===== src/rtl/oam_dma_controller_if.sv =====
// Bus bundle between the CPU datapath, the shared memory port and OAM.
// slave: the DMA controller's view; master: the surrounding datapath/memory.
interface oam_dma_controller_if #(
  parameter int ADDR_WIDTH = 16,
  parameter int REG_WIDTH  = 8
);
  logic [ADDR_WIDTH-1:0] cpu_addr;
  logic [REG_WIDTH-1:0]  cpu_din;
  logic                  cpu_we;
  logic                  cpu_stall;
  logic                  dma_busy;

  logic [ADDR_WIDTH-1:0] mem_addr;
  logic [REG_WIDTH-1:0]  mem_din;
  logic                  mem_we;
  logic [REG_WIDTH-1:0]  mem_dout;

  logic [7:0]            oam_addr;
  logic [REG_WIDTH-1:0]  oam_din;
  logic                  oam_we;

  modport slave (
    input  cpu_addr, cpu_din, cpu_we, mem_dout,
    output cpu_stall, dma_busy, mem_addr, mem_din, mem_we,
    output oam_addr, oam_din, oam_we
  );

  modport master (
    output cpu_addr, cpu_din, cpu_we, mem_dout,
    input  cpu_stall, dma_busy, mem_addr, mem_din, mem_we,
    input  oam_addr, oam_din, oam_we
  );
endinterface


===== src/rtl/oam_dma_controller.sv =====
// Shares the memory port between CPU passthrough and a page-to-OAM DMA.
// Trigger write stalls the CPU for 513/514 cycles; reads land on even cycles.
module oam_dma_controller #(
  parameter int                    ADDR_WIDTH   = 16,
  parameter int                    REG_WIDTH    = 8,
  parameter logic [ADDR_WIDTH-1:0] TRIGGER_ADDR = 16'h4014,
  parameter int                    DMA_LEN      = 256
) (
  input  logic                 clk,
  input  logic                 reset,
  oam_dma_controller_if.slave  bus
);

  typedef enum logic [2:0] {
    IDLE  = 3'd0,
    HALT  = 3'd1,
    ALIGN = 3'd2,
    READ  = 3'd3,
    WRITE = 3'd4
  } state_t;

  localparam logic [7:0] LAST_IDX = 8'(DMA_LEN - 1);

  state_t                state_q;
  state_t                state_d;
  logic [REG_WIDTH-1:0]  page_q;
  logic [7:0]            idx_q;
  logic                  parity_q;

  logic                  trigger;
  logic                  load_page;
  logic                  step_idx;
  logic [ADDR_WIDTH-1:0] dma_addr;

  // No carry out of idx_q: a transfer never leaves its source page.
  assign dma_addr = ADDR_WIDTH'({page_q, idx_q});
  assign trigger  = bus.cpu_we && (bus.cpu_addr == TRIGGER_ADDR);

  always_ff @(posedge clk or posedge reset) begin
    if (reset) begin
      state_q  <= IDLE;
      page_q   <= '0;
      idx_q    <= '0;
      parity_q <= 1'b0;
    end else begin
      state_q  <= state_d;
      parity_q <= ~parity_q;
      if (load_page) begin
        page_q <= bus.cpu_din;
        idx_q  <= '0;
      end else if (step_idx) begin
        idx_q  <= idx_q + 8'd1;
      end
    end
  end

  always_comb begin
    state_d       = state_q;
    load_page     = 1'b0;
    step_idx      = 1'b0;
    bus.mem_addr  = dma_addr;
    bus.mem_din   = '0;
    bus.mem_we    = 1'b0;
    bus.oam_addr  = '0;
    bus.oam_din   = '0;
    bus.oam_we    = 1'b0;
    bus.cpu_stall = 1'b1;
    bus.dma_busy  = 1'b1;

    unique case (state_q)
      IDLE: begin
        bus.cpu_stall = 1'b0;
        bus.dma_busy  = 1'b0;
        bus.mem_addr  = bus.cpu_addr;
        bus.mem_din   = bus.cpu_din;
        // Gated so reset forces the write strobe low immediately.
        bus.mem_we    = bus.cpu_we && !reset;
        if (trigger) begin
          load_page = 1'b1;
          state_d   = HALT;
        end
      end
      HALT: begin
        // parity_q==1 now means the next cycle is even, so READ can go there.
        state_d = parity_q ? READ : ALIGN;
      end
      ALIGN: begin
        state_d = READ;
      end
      READ: begin
        state_d = WRITE;
      end
      WRITE: begin
        bus.oam_we   = 1'b1;
        bus.oam_addr = idx_q;
        bus.oam_din  = bus.mem_dout;
        step_idx     = 1'b1;
        state_d      = (idx_q == LAST_IDX) ? IDLE : READ;
      end
      default: begin
        state_d = IDLE;
      end
    endcase
  end

endmodule


===== src/flat_wrapper.sv =====
// flat-port wrapper written by rule: the top's interface ports become plain ports
module oam_dma_controller_flat 
#(
  parameter int                    ADDR_WIDTH   = 16,
  parameter int                    REG_WIDTH    = 8,
  parameter logic [ADDR_WIDTH-1:0] TRIGGER_ADDR = 16'h4014,
  parameter int                    DMA_LEN      = 256
)
  (clk, reset, bus_cpu_addr, bus_cpu_din, bus_cpu_we, bus_mem_dout, bus_cpu_stall, bus_dma_busy, bus_mem_addr, bus_mem_din, bus_mem_we, bus_oam_addr, bus_oam_din, bus_oam_we);
  oam_dma_controller_if #(.ADDR_WIDTH(ADDR_WIDTH), .REG_WIDTH(REG_WIDTH)) bus_i ();
  input  logic clk;
  input  logic reset;
  input wire logic [$bits(bus_i.cpu_addr)-1:0] bus_cpu_addr;
  input wire logic [$bits(bus_i.cpu_din)-1:0] bus_cpu_din;
  input wire logic [$bits(bus_i.cpu_we)-1:0] bus_cpu_we;
  input wire logic [$bits(bus_i.mem_dout)-1:0] bus_mem_dout;
  output wire logic [$bits(bus_i.cpu_stall)-1:0] bus_cpu_stall;
  output wire logic [$bits(bus_i.dma_busy)-1:0] bus_dma_busy;
  output wire logic [$bits(bus_i.mem_addr)-1:0] bus_mem_addr;
  output wire logic [$bits(bus_i.mem_din)-1:0] bus_mem_din;
  output wire logic [$bits(bus_i.mem_we)-1:0] bus_mem_we;
  output wire logic [$bits(bus_i.oam_addr)-1:0] bus_oam_addr;
  output wire logic [$bits(bus_i.oam_din)-1:0] bus_oam_din;
  output wire logic [$bits(bus_i.oam_we)-1:0] bus_oam_we;
  assign bus_i.cpu_addr = bus_cpu_addr;
  assign bus_i.cpu_din = bus_cpu_din;
  assign bus_i.cpu_we = bus_cpu_we;
  assign bus_i.mem_dout = bus_mem_dout;
  assign bus_cpu_stall = bus_i.cpu_stall;
  assign bus_dma_busy = bus_i.dma_busy;
  assign bus_mem_addr = bus_i.mem_addr;
  assign bus_mem_din = bus_i.mem_din;
  assign bus_mem_we = bus_i.mem_we;
  assign bus_oam_addr = bus_i.oam_addr;
  assign bus_oam_din = bus_i.oam_din;
  assign bus_oam_we = bus_i.oam_we;
  oam_dma_controller #(.ADDR_WIDTH(ADDR_WIDTH), .REG_WIDTH(REG_WIDTH), .TRIGGER_ADDR(TRIGGER_ADDR), .DMA_LEN(DMA_LEN)) u_core (.clk(clk), .reset(reset), .bus(bus_i));
endmodule

===== config.mk =====
export PLATFORM = sky130hd
export DESIGN_NAME = oam_dma_controller_flat
export DESIGN_NICKNAME = d
export VERILOG_FILES = /design/src/rtl/oam_dma_controller_if.sv /design/src/rtl/oam_dma_controller.sv /design/src/flat_wrapper.sv
export SDC_FILE = /design/constraint.sdc
export NUM_CORES = 1
export LEC_CHECK = 0
export ABC_AREA = 1
export BUFFER_PORTS_ARGS = -buffer_cell sky130_fd_sc_hd__buf_4
export CAP_MARGIN = 0
export CELL_PAD_IN_SITES_DETAIL_PLACEMENT = 1
export CELL_PAD_IN_SITES_GLOBAL_PLACEMENT = 1
export CORE_MARGIN = 10
export CORE_UTILIZATION = 27
export CTS_CLUSTER_DIAMETER = 120
export DETAILED_ROUTE_END_ITERATION = 7
export MAX_ROUTING_LAYER = met4
export PLACE_DENSITY = 0.8
export SYNTH_ARGS = -nofsm -noshare
export SYNTH_HDL_FRONTEND = slang
export SYNTH_SLANG_ARGS = --single-unit

===== constraint.sdc =====
create_clock -name clk -period 1.08 [get_ports clk]
set_input_delay 0.054 -clock clk [delete_from_list [all_inputs] [get_ports clk]]
set_output_delay 0.054 -clock clk [all_outputs]
set_load 0.005 [all_outputs]

# ---- Word-level counts from Yosys, hierarchy flattened
# Index checks and enable logic that the tools add are counted.
dict set report totals {
  reg_bits 20
  in_bits 35
  word_cells 33
  output_inout_bits 44
}
dict set report op_classes {
  n_mux 15
  n_reduce_logical 5
  eq_ne 7
  addsub 1
  bitwise 1
}
# cell count
set op_table {}
lappend op_table {{2-to-1 mux 8 bit} 5}
lappend op_table {{== test 16 x 15 -> 1 bit, second input constant} 1}
lappend op_table {{2-to-1 mux 16 bit} 1}
lappend op_table {{one-hot mux 3 bit (5 select lines)} 1}
lappend op_table {{adder 8 x 1 -> 8 bit, second input constant} 1}
lappend op_table {{== test 8 bit, second input constant} 1}
lappend op_table {{== test 3 x 2 -> 1 bit, second input constant} 2}
lappend op_table {{2-to-1 mux 1 bit} 6}
lappend op_table {{== test 3 x 1 -> 1 bit, second input constant} 1}
lappend op_table {{== test 3 bit, second input constant} 1}
lappend op_table {{zero test 3 bit} 1}
lappend op_table {{2-to-1 mux 3 bit} 1}
lappend op_table {{logical AND 1 bit} 2}
lappend op_table {{2-to-1 mux 2 bit} 1}
lappend op_table {{inequality test 2 x 1 -> 1 bit, second input constant} 1}
lappend op_table {{nonzero test 2 bit} 1}
lappend op_table {{zero test 1 bit} 1}
lappend op_table {{NOT 1 bit} 1}

# ---- Longest topological paths before layout
# Gate-level depths: netlist (run 1).
dict set report logic_depth {
  depth_word 5
  depth_mapped 9
  depth_no_buf 8
}

# ---- Least setup slack after synthesis (run 1)
# Ideal clock, no wire load.
dict set report synth_path {
  path_type {register to register}
  start {register u_core.state_q[0]}
  end {register u_core.idx_q[7]}
  stages_incl_launch_ff 10
  period_less_slack_ns 1.145
  n_path_buf 1
  arrival_time_ns 1.032
  setup_ns 0.113
  setup_slack_ns -0.065
  required_ns 0.967
  cell_sequence {dfrtp_1 -> nor2_1 -> nand2_1 -> buf_6 -> nor2_4 -> nand2_1 -> nand2_1 -> nand2_1 -> nand2_1 -> inv_1}
}
dict set report synth_between {
  elab_chain_cells 3
  word_cells_on_any_way 6
  classes_between {1 x eq/ne; 3 x mux; 2 x reduce/logical}
}
# element line_no
set synth_lines {}
lappend synth_lines {{from (decl)} oam_dma_controller.sv:24} ;# state_t state_q;
lappend synth_lines {{from (signal assigned)} oam_dma_controller.sv:46} ;# state_q <= state_d;
lappend synth_lines {{== test 3 bit / zero test 3 bit (equally long branches)} oam_dma_controller.sv:70} ;# unique case (state_q)
lappend synth_lines {{2-to-1 mux 1 bit} oam_dma_controller.sv:70}
lappend synth_lines {{nonzero test 2 bit (no line) / 2-to-1 mux 8 bit (equally long branches)} -}
lappend synth_lines {{to (signal assigned)} oam_dma_controller.sv:52} ;# idx_q <= idx_q + 8'd1;
lappend synth_lines {{to (decl)} oam_dma_controller.sv:27} ;# logic [7:0] idx_q;
# Several ways; a longest one is shown, not always the timed one.
# A chain may end at the register's enable or synchronous reset.

# ---- Final worst setup path (run 1)
dict set report layout_path {
  start {register u_core.state_q[1]}
  end {output bus_oam_din[4]}
}
dict set report layout_between {
  elab_chain_cells 2
}
# element line_no
set layout_lines {}
lappend layout_lines {{== test 3 bit} oam_dma_controller.sv:70}
lappend layout_lines {{2-to-1 mux 8 bit} oam_dma_controller.sv:70}
lappend layout_lines {{to (decl)} flat_wrapper.sv:23} ;# output wire logic [$bits(bus_i.oam_din)-1:0] bus_oam_din;
# Every way passes these cells.

==> results by group, run 1 <==
Routing
  • Via count: 2035
  • DRC Markers: 0
  • Aggregate routed wire length: around 8300 um
  • Antenna Nets Post-Route: 0
  • Initial DRC count: 117
  • Via density: approximately 4.8
  • First drt pass iteration count: 4
  • WL per Instance: 19.7 um

CTS
  • Root buf cell: clkbuf_8
  • Sinks on Clock Net: 20
  • CTS tree: built
  • Max clock buf depth: 2
  • Total clock buffers created by CTS: 3
  • Worst-path clk slew: 0.08 ns
  • Clock H-tree levels: 1
  • Clk_lat worst skew: between 0.2 and 0.3 ns

Worst setup path
  • Buf/Inv on CP: 3
  • Slowest cell on crit path: dfrtp_1
  • Reg2Reg Depth: 9
  • Crit Path Max Fanout: 5
  • Required time of the critical path: around 1.0 ns
  • Top cell by count, worst path: buf_12
  • Critical-path cell list: nor2_2 -> nand2_4 -> buf_12 -> buf_12 -> nor2_4 -> buf_6
  • RR Endpoint: u_core.idx_q[6]
  • Reg2reg start: u_core.state_q[1]
  • Crit end category: output port
  • CP endpoint: bus_oam_din[4]
  • Number of stages on the worst setup path: 6
  • CP Launch Type: flop
  • Worst EP arrival: approximately 1.5 ns
  • Worst R2R Setup Slack: -0.45 ns
  • Worst setup path class: reg -> out
  • CP delay by family, top: simple AND/OR/NAND/NOR gates
  • Crit path launch: u_core.state_q[1]
  • CP peak stage delay: approximately 0.4 ns

Floorplan
  • Row cnt: 27
  • I/O pin cnt: between 70 and 80
  • Die area: 0.00913 mm^2
  • Core Region: about 0.0055 mm^2
  • Initial Utilization: 0.280
  • Die Width: roughly 96 um
  • Die H: between 90 and 100 um

Timing
  • Min cycle time layout: between 1.5 and 2 ns
  • Final Worst Setup Slack: -0.475 ns
  • Slew Viols, Final: 0
  • Period utilization: 1.44
  • Layout Skew: approximately 0.0013 ns
  • Fmax: between 0.6 and 0.7 GHz
  • Setup TNS: -24.32 ns
  • # setup viols final: a little over 60
  • RSZ-0062 raised after global routing: true
  • Slew margin rel.: 0.813
  • Tightest Pin Transition: ~0.28 ns
  • Hold Vio Cnt, Final: 0

Synthesis
  • Area leader, netlist: dfrtp_1
  • Sequential share of the synthesized area: 0.325
  • Synth top area share: 0.325
  • Post-Syn Instances: between 200 and 250
  • Library cells used by synthesis: 20
  • Syn. warnings: 0
  • Top cells by area, synth: dfrtp_1 (32%), nand2_1 (18%), inv_1 (10%)
  • Cell Area, Synth: 0.00154 mm^2
  • Syn avg cell area: about 6.5 um^2
  • Seq cells post-synth: 20
  • Net count after synthesis: ~270

Run
  • Max-Cap Viols: 0

Layout
  • Most common cell after layout, fill and taps aside: buf_4
  • FILL cells: between 600 and 700
  • Final non-filler cell area: approximately 0.003 mm^2
  • Final net count: roughly 390
  • Antenna diode count: 0
  • Number of cells in the finished layout apart from fillers: 420
  • Most frequent cells in the layout: buf_4 (74), nand2_1 (46), inv_1 (37)
  • Final core utilization: 0.543
  • Share of layout cells above drive strength 1: 0.560
  • Area delta synth->final: 94.0%

Power
  • VDD IR-drop max: between 0.4 and 0.5 mV
  • Overall power: around 1.6 mW
  • LEAKAGE: approximately 1.6 nW
  • PwrDens: 545 mW/mm^2

Global routing
  • GR Overflow Total: 0
  • First-pass GRT wire length: about 11000 um
  • Aggregate global-route resource usage: 0.157
  • Initial antenna violation count: 0
  • Largest net degree at the start of global routing: 26
  • Vias in the first global route: 2147

Status
  • Status: complete, but fails checks
  • Failing checks: setup timing

Place
  • Half-perimeter wire length after placement: 4550 um
  • Area after DPL: 0.00232 mm^2
  • GPL Wtd Cong: 0.791
  • IO buf count: slightly below 80
  • Placed Cells: just under 400

Hold path
  • Hold WC Path Type: in -> reg
metal layers:
metal	share of wire	global-route usage
met5	0	-
met4	0.032	0.0553
met3	0.046	0.0212
met2	0.55	0.285
met1	0.37	0.170
cell type report:
class | instances | area [um^2] | area share
inverter | 46 | 183 | 0.0611
timing repair buffer | 116 | 1090 | 0.363
tap | 72 | 90.1 | 0.0302
sequential | 20 | 502 | 0.168
clock buffer | 4 | 55.1 | 0.0184
multi-input combinational | 162 | 1070 | 0.359
tightest hold or removal path, cell delays in order:
cell and delay, ns:
buf_4 0.08, nand4_1 0.08, nand2_1 0.06
repair_timing:
action,CTS,global route
hold endpoints to repair,20,0
gates resized for setup,63,76
endpoints found under the setup margin,62,62
setup buffers,13,7
gates cloned,2,0
pin swaps,12,14
hold buffers,1,0
synthesized netlist by cell type, drive strengths merged:
| cell type | instances |
|---|---|
| nand2 | 73 |
| nor2 | 47 |
| inv | 46 |
| dfrtp | 20 |
| o21ai | 14 |
| nand3 | 11 |
| buf | 9 |
| nand4 | 9 |
| a21oi | 3 |
| xor2 | 3 |
| ha | 1 |
through the flow:
stage               worst slack (ns)  hold WS, ns
floorplan                    -0.0645       0.0261
global placement              -0.156        0.140
detailed placement            -0.216        0.141
CTS                           -0.410       0.0604
global route                  -0.525       0.0626
finish                        -0.475       0.0387
cell families (layout without fill, tap and decap cells):
group / Yosys count / after routing / share of synthesized area
simple gates: 140 / 141 / 0.435
buf+inv: 55 / 166 / 0.159
flops: 20 / 20 / 0.325
compound gates: 17 / 17 / 0.0552
xor+xnor: 3 / 3 / 0.0171
fa+ha+maj: 1 / 1 / 0.00812
report_power, final:
part           internal (mW)  total [mW]  switching, mW
Combinational          0.148       0.276          0.128
Clock                  0.326       0.603          0.277
Sequential             0.749       0.750        0.00135
Total                   1.22        1.63          0.407
sequential cells by signal, summed over array words and instances, names as in the netlist:
register and cells:
u_core.state_q 3, u_core.parity_q 1, u_core.page_q 8, u_core.idx_q 8
worst min path at each step:
stage,from,endpoint,cells past startpoint
floorplan,reset,u_core.idx_q[0],1
global placement,reset,u_core.page_q[5],3
detailed placement,reset,u_core.page_q[5],3
CTS,bus_cpu_din[5],u_core.page_q[5],3
global route,bus_cpu_din[5],u_core.page_q[5],3
finish,bus_cpu_din[4],u_core.page_q[4],3
Note: power is estimated with default switching activity, not from simulation.
==> inputs of run 2 (changes only) <==
--- a/config.mk
+++ b/config.mk
@@ -6,7 +6,7 @@
 export NUM_CORES = 1
 export LEC_CHECK = 0
 export ABC_AREA = 1
-export BUFFER_PORTS_ARGS = -buffer_cell sky130_fd_sc_hd__buf_4
+export BUFFER_PORTS_ARGS = -buffer_cell sky130_fd_sc_hd__buf_2
 export CAP_MARGIN = 0
 export CELL_PAD_IN_SITES_DETAIL_PLACEMENT = 1
 export CELL_PAD_IN_SITES_GLOBAL_PLACEMENT = 1
@@ -16,6 +16,7 @@
 export DETAILED_ROUTE_END_ITERATION = 7
 export MAX_ROUTING_LAYER = met4
 export PLACE_DENSITY = 0.8
+export SLEW_MARGIN = 20
 export SYNTH_ARGS = -nofsm -noshare
 export SYNTH_HDL_FRONTEND = slang
 export SYNTH_SLANG_ARGS = --single-unit
==> run 2 against run 1 <==
Effect of this change:
- the flow still finishes with violations (setup timing)
- sequential power hardly changed
- worst hold slack better by 0.011 ns
- sequential cell count stayed put
- wire length is 10% lower
- combinational power is 24% lower
- critical path type is now reg -> reg
==> results by group, run 2 (synthesis results as in run 1) <==
Layout
  • Share of layout cells above drive strength 1: 0.545 (-0.0154)
  • Area of the multi-input gates: 0.00103 mm^2 (-3.5%)
  • Register area: 500 um^2 (-0.25%)
  • Most frequent cells in the layout: buf_2 (72), nand2_1 (48), inv_1 (38)
  • Final net count: 382 (-0.78%)
  • Number of cells in the finished layout apart from fillers: 417 (-0.71%)
  • Antenna diode count: 0 (unchanged)
  • FILL cells: 705 (+5.2%)
  • Most common cell after layout, fill and taps aside: buf_2
  • Area delta synth->final: 74.1%
  • Final core utilization: 0.487 (-0.0557)
  • Top Registers: u_core.idx_q (8), u_core.page_q (8), u_core.state_q (3)

CTS
  • Total clock buffers created by CTS: 3 (unchanged)
  • Clock H-tree levels: 1 (unchanged)
  • Sinks on Clock Net: 20 (unchanged)
  • CTS tree: built
  • Worst-path clk slew: 0.09 ns (about the same)
  • Max clock buf depth: 2 (unchanged)
  • Root buf cell: clkbuf_8
  • Clk_lat worst skew: 0.26 ns (about the same)

Floorplan
  • Die Width: 95.5 um (unchanged)
  • Row cnt: 27 (unchanged)
  • Initial Utilization: 0.280 (unchanged)
  • Core Region: 0.00551 mm^2 (unchanged)
  • I/O pin cnt: 79 (unchanged)
  • Die area: 0.00913 mm^2 (unchanged)
  • Die H: 95.5 um (unchanged)

Routing
  • DRC Markers: 0 (unchanged)
  • Initial DRC count: 42 (-64%)
  • First drt pass iteration count: 4 (unchanged)
  • Aggregate routed wire length: 7440 um (-10%)
  • Antenna Nets Post-Route: 0 (unchanged)
  • WL per Instance: 17.8 um (-9.6%)
  • Via density: 4.72 (-2.6%)
  • Via count: 1967 (-3.3%)

Global routing
  • Largest net degree at the start of global routing: 26 (unchanged)
  • GR Overflow Total: 0 (unchanged)
  • First-pass GRT wire length: 10100 um (-8.9%)
  • Vias in the first global route: 2040 (-5.0%)
  • Initial antenna violation count: 0 (unchanged)
  • Aggregate global-route resource usage: 0.142 (-0.0156)

Worst setup path
  • Worst R2R Setup Slack: -0.56 ns (-0.11 ns)
  • Crit Path Max Fanout: 4 (-1)
  • Required time of the critical path: 1.24 ns (+0.21 ns)
  • CP delay by family, top: simple AND/OR/NAND/NOR gates
  • Critical-path cell list: nor2_2 -> nand2_2 -> buf_6 -> buf_12 -> nor2_4 -> nand2_1 -> nand2_1 -> nand2_1 -> nand2_1 -> inv_1
  • Top cell by count, worst path: nand2_1
  • Worst setup path class: reg -> reg
  • Slowest cell on crit path: dfrtp_1
  • Worst EP arrival: 1.81 ns (+0.31 ns)
  • CP Launch Type: flop
  • CP peak stage delay: 0.43 ns (+0.02 ns)
  • Buf/Inv on CP: 3 (unchanged)
  • Crit end category: flop

Timing
  • # setup viols final: 62 (unchanged)
  • Fmax: 0.608 GHz (-5.5%)
  • Hold slack final: 0.0501 ns (+0.0114 ns)
  • RSZ-0062 raised after global routing: true
  • Final Worst Setup Slack: -0.564 ns (-0.0897 ns)
  • Layout Skew: 0.00979 ns (+0.00846 ns)
  • Hold Vio Cnt, Final: 0 (unchanged)
  • Period utilization: 1.52 (+0.0831)
  • Setup TNS: -26.55 ns (-2.23 ns)
  • Min cycle time layout: 1.64 ns (+0.0897 ns)
  • Slew margin rel.: 0.814 (about the same)
  • Slew Viols, Final: 0 (unchanged)
  • Tightest Pin Transition: 0.279 ns (+0.0000963 ns)

Run
  • Max-Cap Viols: 0 (unchanged)

Power
  • Clock power share: 0.445 (+0.075)
  • LEAKAGE: 1.55 nW (-3.3%)
  • VDD IR-drop max: 0.377 mV (-10%)
  • Net switching power: 0.394 mW (-3.1%)
  • PwrDens: 646 mW/mm^2 (+18%)
  • Logic pwr share: 0.122 (-0.048)
  • Sw frac: 0.228 (-0.0221)
  • Reg power frac: 0.433 (-0.027)
  • Internal Pwr Total: 1.34 mW (+9.4%)

Place
  • GPL Wtd Cong: 0.825 (+4.2%)
  • IO buf count: 78 (unchanged)
  • Placed Cells: 395 (-0.50%)
  • Half-perimeter wire length after placement: 4670 um (+2.7%)

Status
  • Failing checks: setup timing
  • Status: complete, but fails checks

Hold path
  • Hold WC Path Type: in -> reg
run 2: final timing paths:
path	from	endpoint	cells after the start
max	u_core.state_q[1]	u_core.idx_q[7]	10
min	bus_cpu_din[2]	u_core.page_q[2]	3
max reg2reg	u_core.state_q[1]	u_core.idx_q[7]	10
min reg2reg	u_core.parity_q	u_core.parity_q	1
max in group asynchronous	reset	u_core.idx_q[5]	4
min in group asynchronous	reset	u_core.page_q[7]	4
run 2: timing repair:
action,4_1_cts,5_1_grt
pin swaps,8,12
hold buffers,1,0
endpoints found under the hold margin,20,0
setup buffers,9,11
resized for setup,43,68
setup endpoints to repair,62,62
cloned,2,0
run 2: cell type report:
class	count	area share
multi-input combinational	162	0.386
inverter	46	0.0681
sequential	20	0.187
clock buffer	3	0.0154
clock inverter	1	0.0112
tap	72	0.0336
timing repair buffer	113	0.299
run 2: power by group through the flow:
stage / clock, mW / combinational (mW) / sequential [mW]
floorplan: 0 / 0.0669 / 0.765
global placement: 0 / 0.174 / 0.765
detailed placement: 0 / 0.181 / 0.765
CTS: 0.771 / 0.186 / 0.750
global route: 0.804 / 0.234 / 0.750
finish: 0.771 / 0.211 / 0.750
run 2: per-layer routing:
layer / wire [um] / share of wire / track usage / vias to the layer above
met3: 358 / 0.048 / 0.0173 / 22
met1: 2890 / 0.39 / 0.158 / 942
met5: 0 / 0 / - / -
li1: - / - / - / 930
met4: 265 / 0.036 / 0.0516 / 0
met2: 3930 / 0.53 / 0.251 / 73
run 2: through the flow:
| step | power [mW] | worst slack, ns | instance area, um^2 |
|---|---|---|---|
| finish | 1.73 | -0.564 | 2680 |
| global route | 1.79 | -0.633 | 2680 |
| CTS | 1.71 | -0.436 | 2380 |
| detailed placement | 0.946 | -0.212 | 2090 |
| global placement | 0.939 | -0.133 | 2090 |
| floorplan | 0.831 | -0.0645 | 1540 |
run 2: tightest hold or removal path, cell delays in order:
cell and delay, ns:
buf_2 0.11, nand4_1 0.07, nand2_1 0.05
==> inputs of run 3 (changes only) <==
--- a/config.mk
+++ b/config.mk
@@ -15,7 +15,7 @@
 export CTS_CLUSTER_DIAMETER = 120
 export DETAILED_ROUTE_END_ITERATION = 7
 export MAX_ROUTING_LAYER = met4
-export PLACE_DENSITY = 0.8
+export PLACE_DENSITY_LB_ADDON = 0.1
 export SLEW_MARGIN = 20
 export SYNTH_ARGS = -nofsm -noshare
 export SYNTH_HDL_FRONTEND = slang
==> run 3 against run 2 <==
Effect of this change:
- sequential share of layout area increased by 2.4 points
- highest routed layer unchanged
- critical path type is now reg -> out
- core utilization decreased by 5.5 points
- largest cell class unchanged
- cell count decreased by 1.2%
- die area unchanged
- first-iteration DRC count increased by 60%
- count of clock-buffer cells in the layout increased by 1
- largest power group is now sequential cells
- worst hold slack got worse by 0.0081 ns
- the run still ends with setup timing left
==> results by group, run 3 (synthesis results as in run 1) <==
Status
  • Status: complete, but fails checks
  • Failing checks: setup timing

Place
  • Half-perimeter wire length after placement: 4520 um (-3.3%)
  • Area after DPL: 0.00210 mm^2 (+0.48%)
  • GPL Wtd Cong: 0.744 (-9.8%)
  • Placed Cells: 393 (-0.51%)
  • IO buf count: 78 (unchanged)

Power
  • Internal Pwr Total: 1.16 mW (-14%)
  • PwrDens: 644 mW/mm^2 (-0.38%)
  • Sw frac: 0.245 (+0.0174)
  • VDD IR-drop max: 0.387 mV (+2.7%)
  • Overall power: 1.53 mW (-12%)
  • Logic pwr share: 0.119 (-0.003)
  • Net switching power: 0.375 mW (-4.8%)
  • Clock power share: 0.392 (-0.053)
  • LEAKAGE: 1.44 nW (-7.3%)
  • Reg power frac: 0.490 (+0.057)

Routing
  • Met1 Wirelength: 2690 um (-6.7%)
  • First drt pass iteration count: 4 (unchanged)
  • WL per Instance: 14.1 um (-21%)
  • Initial DRC count: 67 (+60%)
  • Top Layer Used: met4
  • Routed wl met2: 2540 um (-35%)
  • Via count: 1782 (-9.4%)
  • Antenna Nets Post-Route: 0 (unchanged)
  • Routed wl met3: 508 um (+42%)
  • Via density: 4.33 (-8.3%)
  • Aggregate routed wire length: 5800 um (-22%)
  • DRC Markers: 0 (unchanged)

Worst setup path
  • Slowest cell on crit path: dfrtp_1
  • CP peak stage delay: 0.40 ns (-0.03 ns)
  • Required time of the critical path: 1.03 ns (-0.21 ns)
  • CP Launch Type: flop
  • Worst setup path class: reg -> out
  • Crit Path Max Fanout: 7 (+3)
  • Critical-path cell list: nor2_1 -> nand2_2 -> buf_12 -> buf_4 -> nor2_4 -> buf_2
  • Crit end category: output port
  • Worst EP arrival: 1.46 ns (-0.35 ns)

Global routing
  • First-pass GRT wire length: 9020 um (-11%)
  • Largest net degree at the start of global routing: 26 (unchanged)
  • Initial antenna violation count: 0 (unchanged)
  • Aggregate global-route resource usage: 0.124 (-0.0174)
  • Vias in the first global route: 1850 (-9.3%)
  • GR Overflow Total: 0 (unchanged)

Floorplan
  • Core Region: 0.00551 mm^2 (unchanged)
  • Die H: 95.5 um (unchanged)
  • Row cnt: 27 (unchanged)
  • Initial Utilization: 0.280 (unchanged)
  • I/O pin cnt: 79 (unchanged)
  • Die Width: 95.5 um (unchanged)
  • Die area: 0.00913 mm^2 (unchanged)

Timing
  • Layout Skew: 0.00672 ns (-0.00307 ns)
  • Hold Vio Cnt, Final: 0 (unchanged)
  • Final Worst Setup Slack: -0.432 ns (+0.133 ns)
  • RSZ-0062 raised after global routing: true
  • Slew Viols, Final: 0 (unchanged)
  • Fmax: 0.662 GHz (+8.8%)
  • Setup TNS: -20.44 ns (+6.11 ns)
  • Min cycle time layout: 1.51 ns (-0.133 ns)
  • # setup viols final: 62 (unchanged)
  • Slew margin rel.: 0.817 (+0.00345)
  • Tightest Pin Transition: 0.274 ns (-0.00518 ns)
  • Period utilization: 1.40 (-0.123)

Layout
  • Share of layout cells above drive strength 1: 0.438 (-0.107)
  • Final net count: 377 (-1.3%)
  • Top Registers: u_core.idx_q (8), u_core.page_q (8), u_core.state_q (3)
  • Antenna diode count: 0 (unchanged)
  • Area delta synth->final: 54.5%
  • Most common cell after layout, fill and taps aside: buf_2
  • Final core utilization: 0.432 (-0.0548)
  • Number of cells in the finished layout apart from fillers: 412 (-1.2%)
  • Final non-filler cell area: 0.00238 mm^2 (-11%)
  • Most frequent cells in the layout: buf_2 (77), nand2_1 (61), inv_1 (40)

Hold path
  • Hold WC Path Type: in -> reg

CTS
  • Max clock buf depth: 2 (unchanged)
  • Worst-path clk slew: 0.08 ns (about the same)
  • Clock H-tree levels: 1 (unchanged)
  • Total clock buffers created by CTS: 3 (unchanged)
  • Sinks on Clock Net: 20 (unchanged)
  • Clk_lat worst skew: 0.27 ns (about the same)
  • CTS tree: built
  • Root buf cell: clkbuf_8

Run
  • Max-Cap Viols: 0 (unchanged)
## run 3: cell type report
cell class                      instances  area [um^2]
Sequential cell                        20          500
Inverter                               46          178
Timing Repair Buffer                  108          687
Clock buffer                            4         55.1
Multi-Input combinational cell        162          870
Fill cell                             734         3130
Tap cell                               72         90.1
## run 3: per-stage QoR
step / hold WS [ns] / setup slack, ns
global route: 0.0611 / -0.542
floorplan: 0.0261 / -0.0645
detailed placement: 0.132 / -0.170
global placement: 0.129 / -0.131
CTS: 0.0496 / -0.407
finish: 0.0420 / -0.432
## run 3: what timing repair did
action                     CTS  global route
resized for setup           17            28
hold endpoints to repair    20             0
setup endpoints to repair   62            62
hold buffers                 1             0
gates cloned                 0             1
pin swaps                   13             5
setup buffers                6             9
## run 3: power groups by stage
| stage | Clock (mW) | Combinational (mW) | Sequential, mW |
|---|---|---|---|
| after floorplan | 0 | 0.0669 | 0.765 |
| after global placement | 0 | 0.177 | 0.765 |
| after detailed placement | 0 | 0.180 | 0.765 |
| after CTS | 0.610 | 0.185 | 0.750 |
| after global routing | 0.652 | 0.210 | 0.750 |
| final | 0.600 | 0.182 | 0.750 |
## run 3: final timing paths
path,from,to,slack (ns),cells past startpoint
setup / recovery,u_core.state_q[0],bus_oam_addr[3],-0.43,6
max in group asynchronous,reset,u_core.idx_q[6],0.49,4
hold reg to reg,u_core.parity_q,u_core.parity_q,0.43,1
hold / removal,bus_cpu_din[4],u_core.page_q[4],0.04,3
min in group asynchronous,reset,u_core.page_q[6],0.36,4
setup reg to reg,u_core.state_q[0],u_core.idx_q[4],-0.34,8
## run 3: critical path, delay by kind of cell (launching register included)
| family | cells | cell delay [ns] |
|---|---|---|
| buffers and inverters | 3 | 0.41 |
| DFF | 1 | 0.40 |
| and+or+nand+nor | 3 | 0.37 |
## run 3: metal layers
layer | track usage | vias to the layer above
met5 | - | -
met4 | 0.0332 | 0
met3 | 0.0283 | 5
met2 | 0.190 | 59
met1 | 0.160 | 803
li1 | - | 915
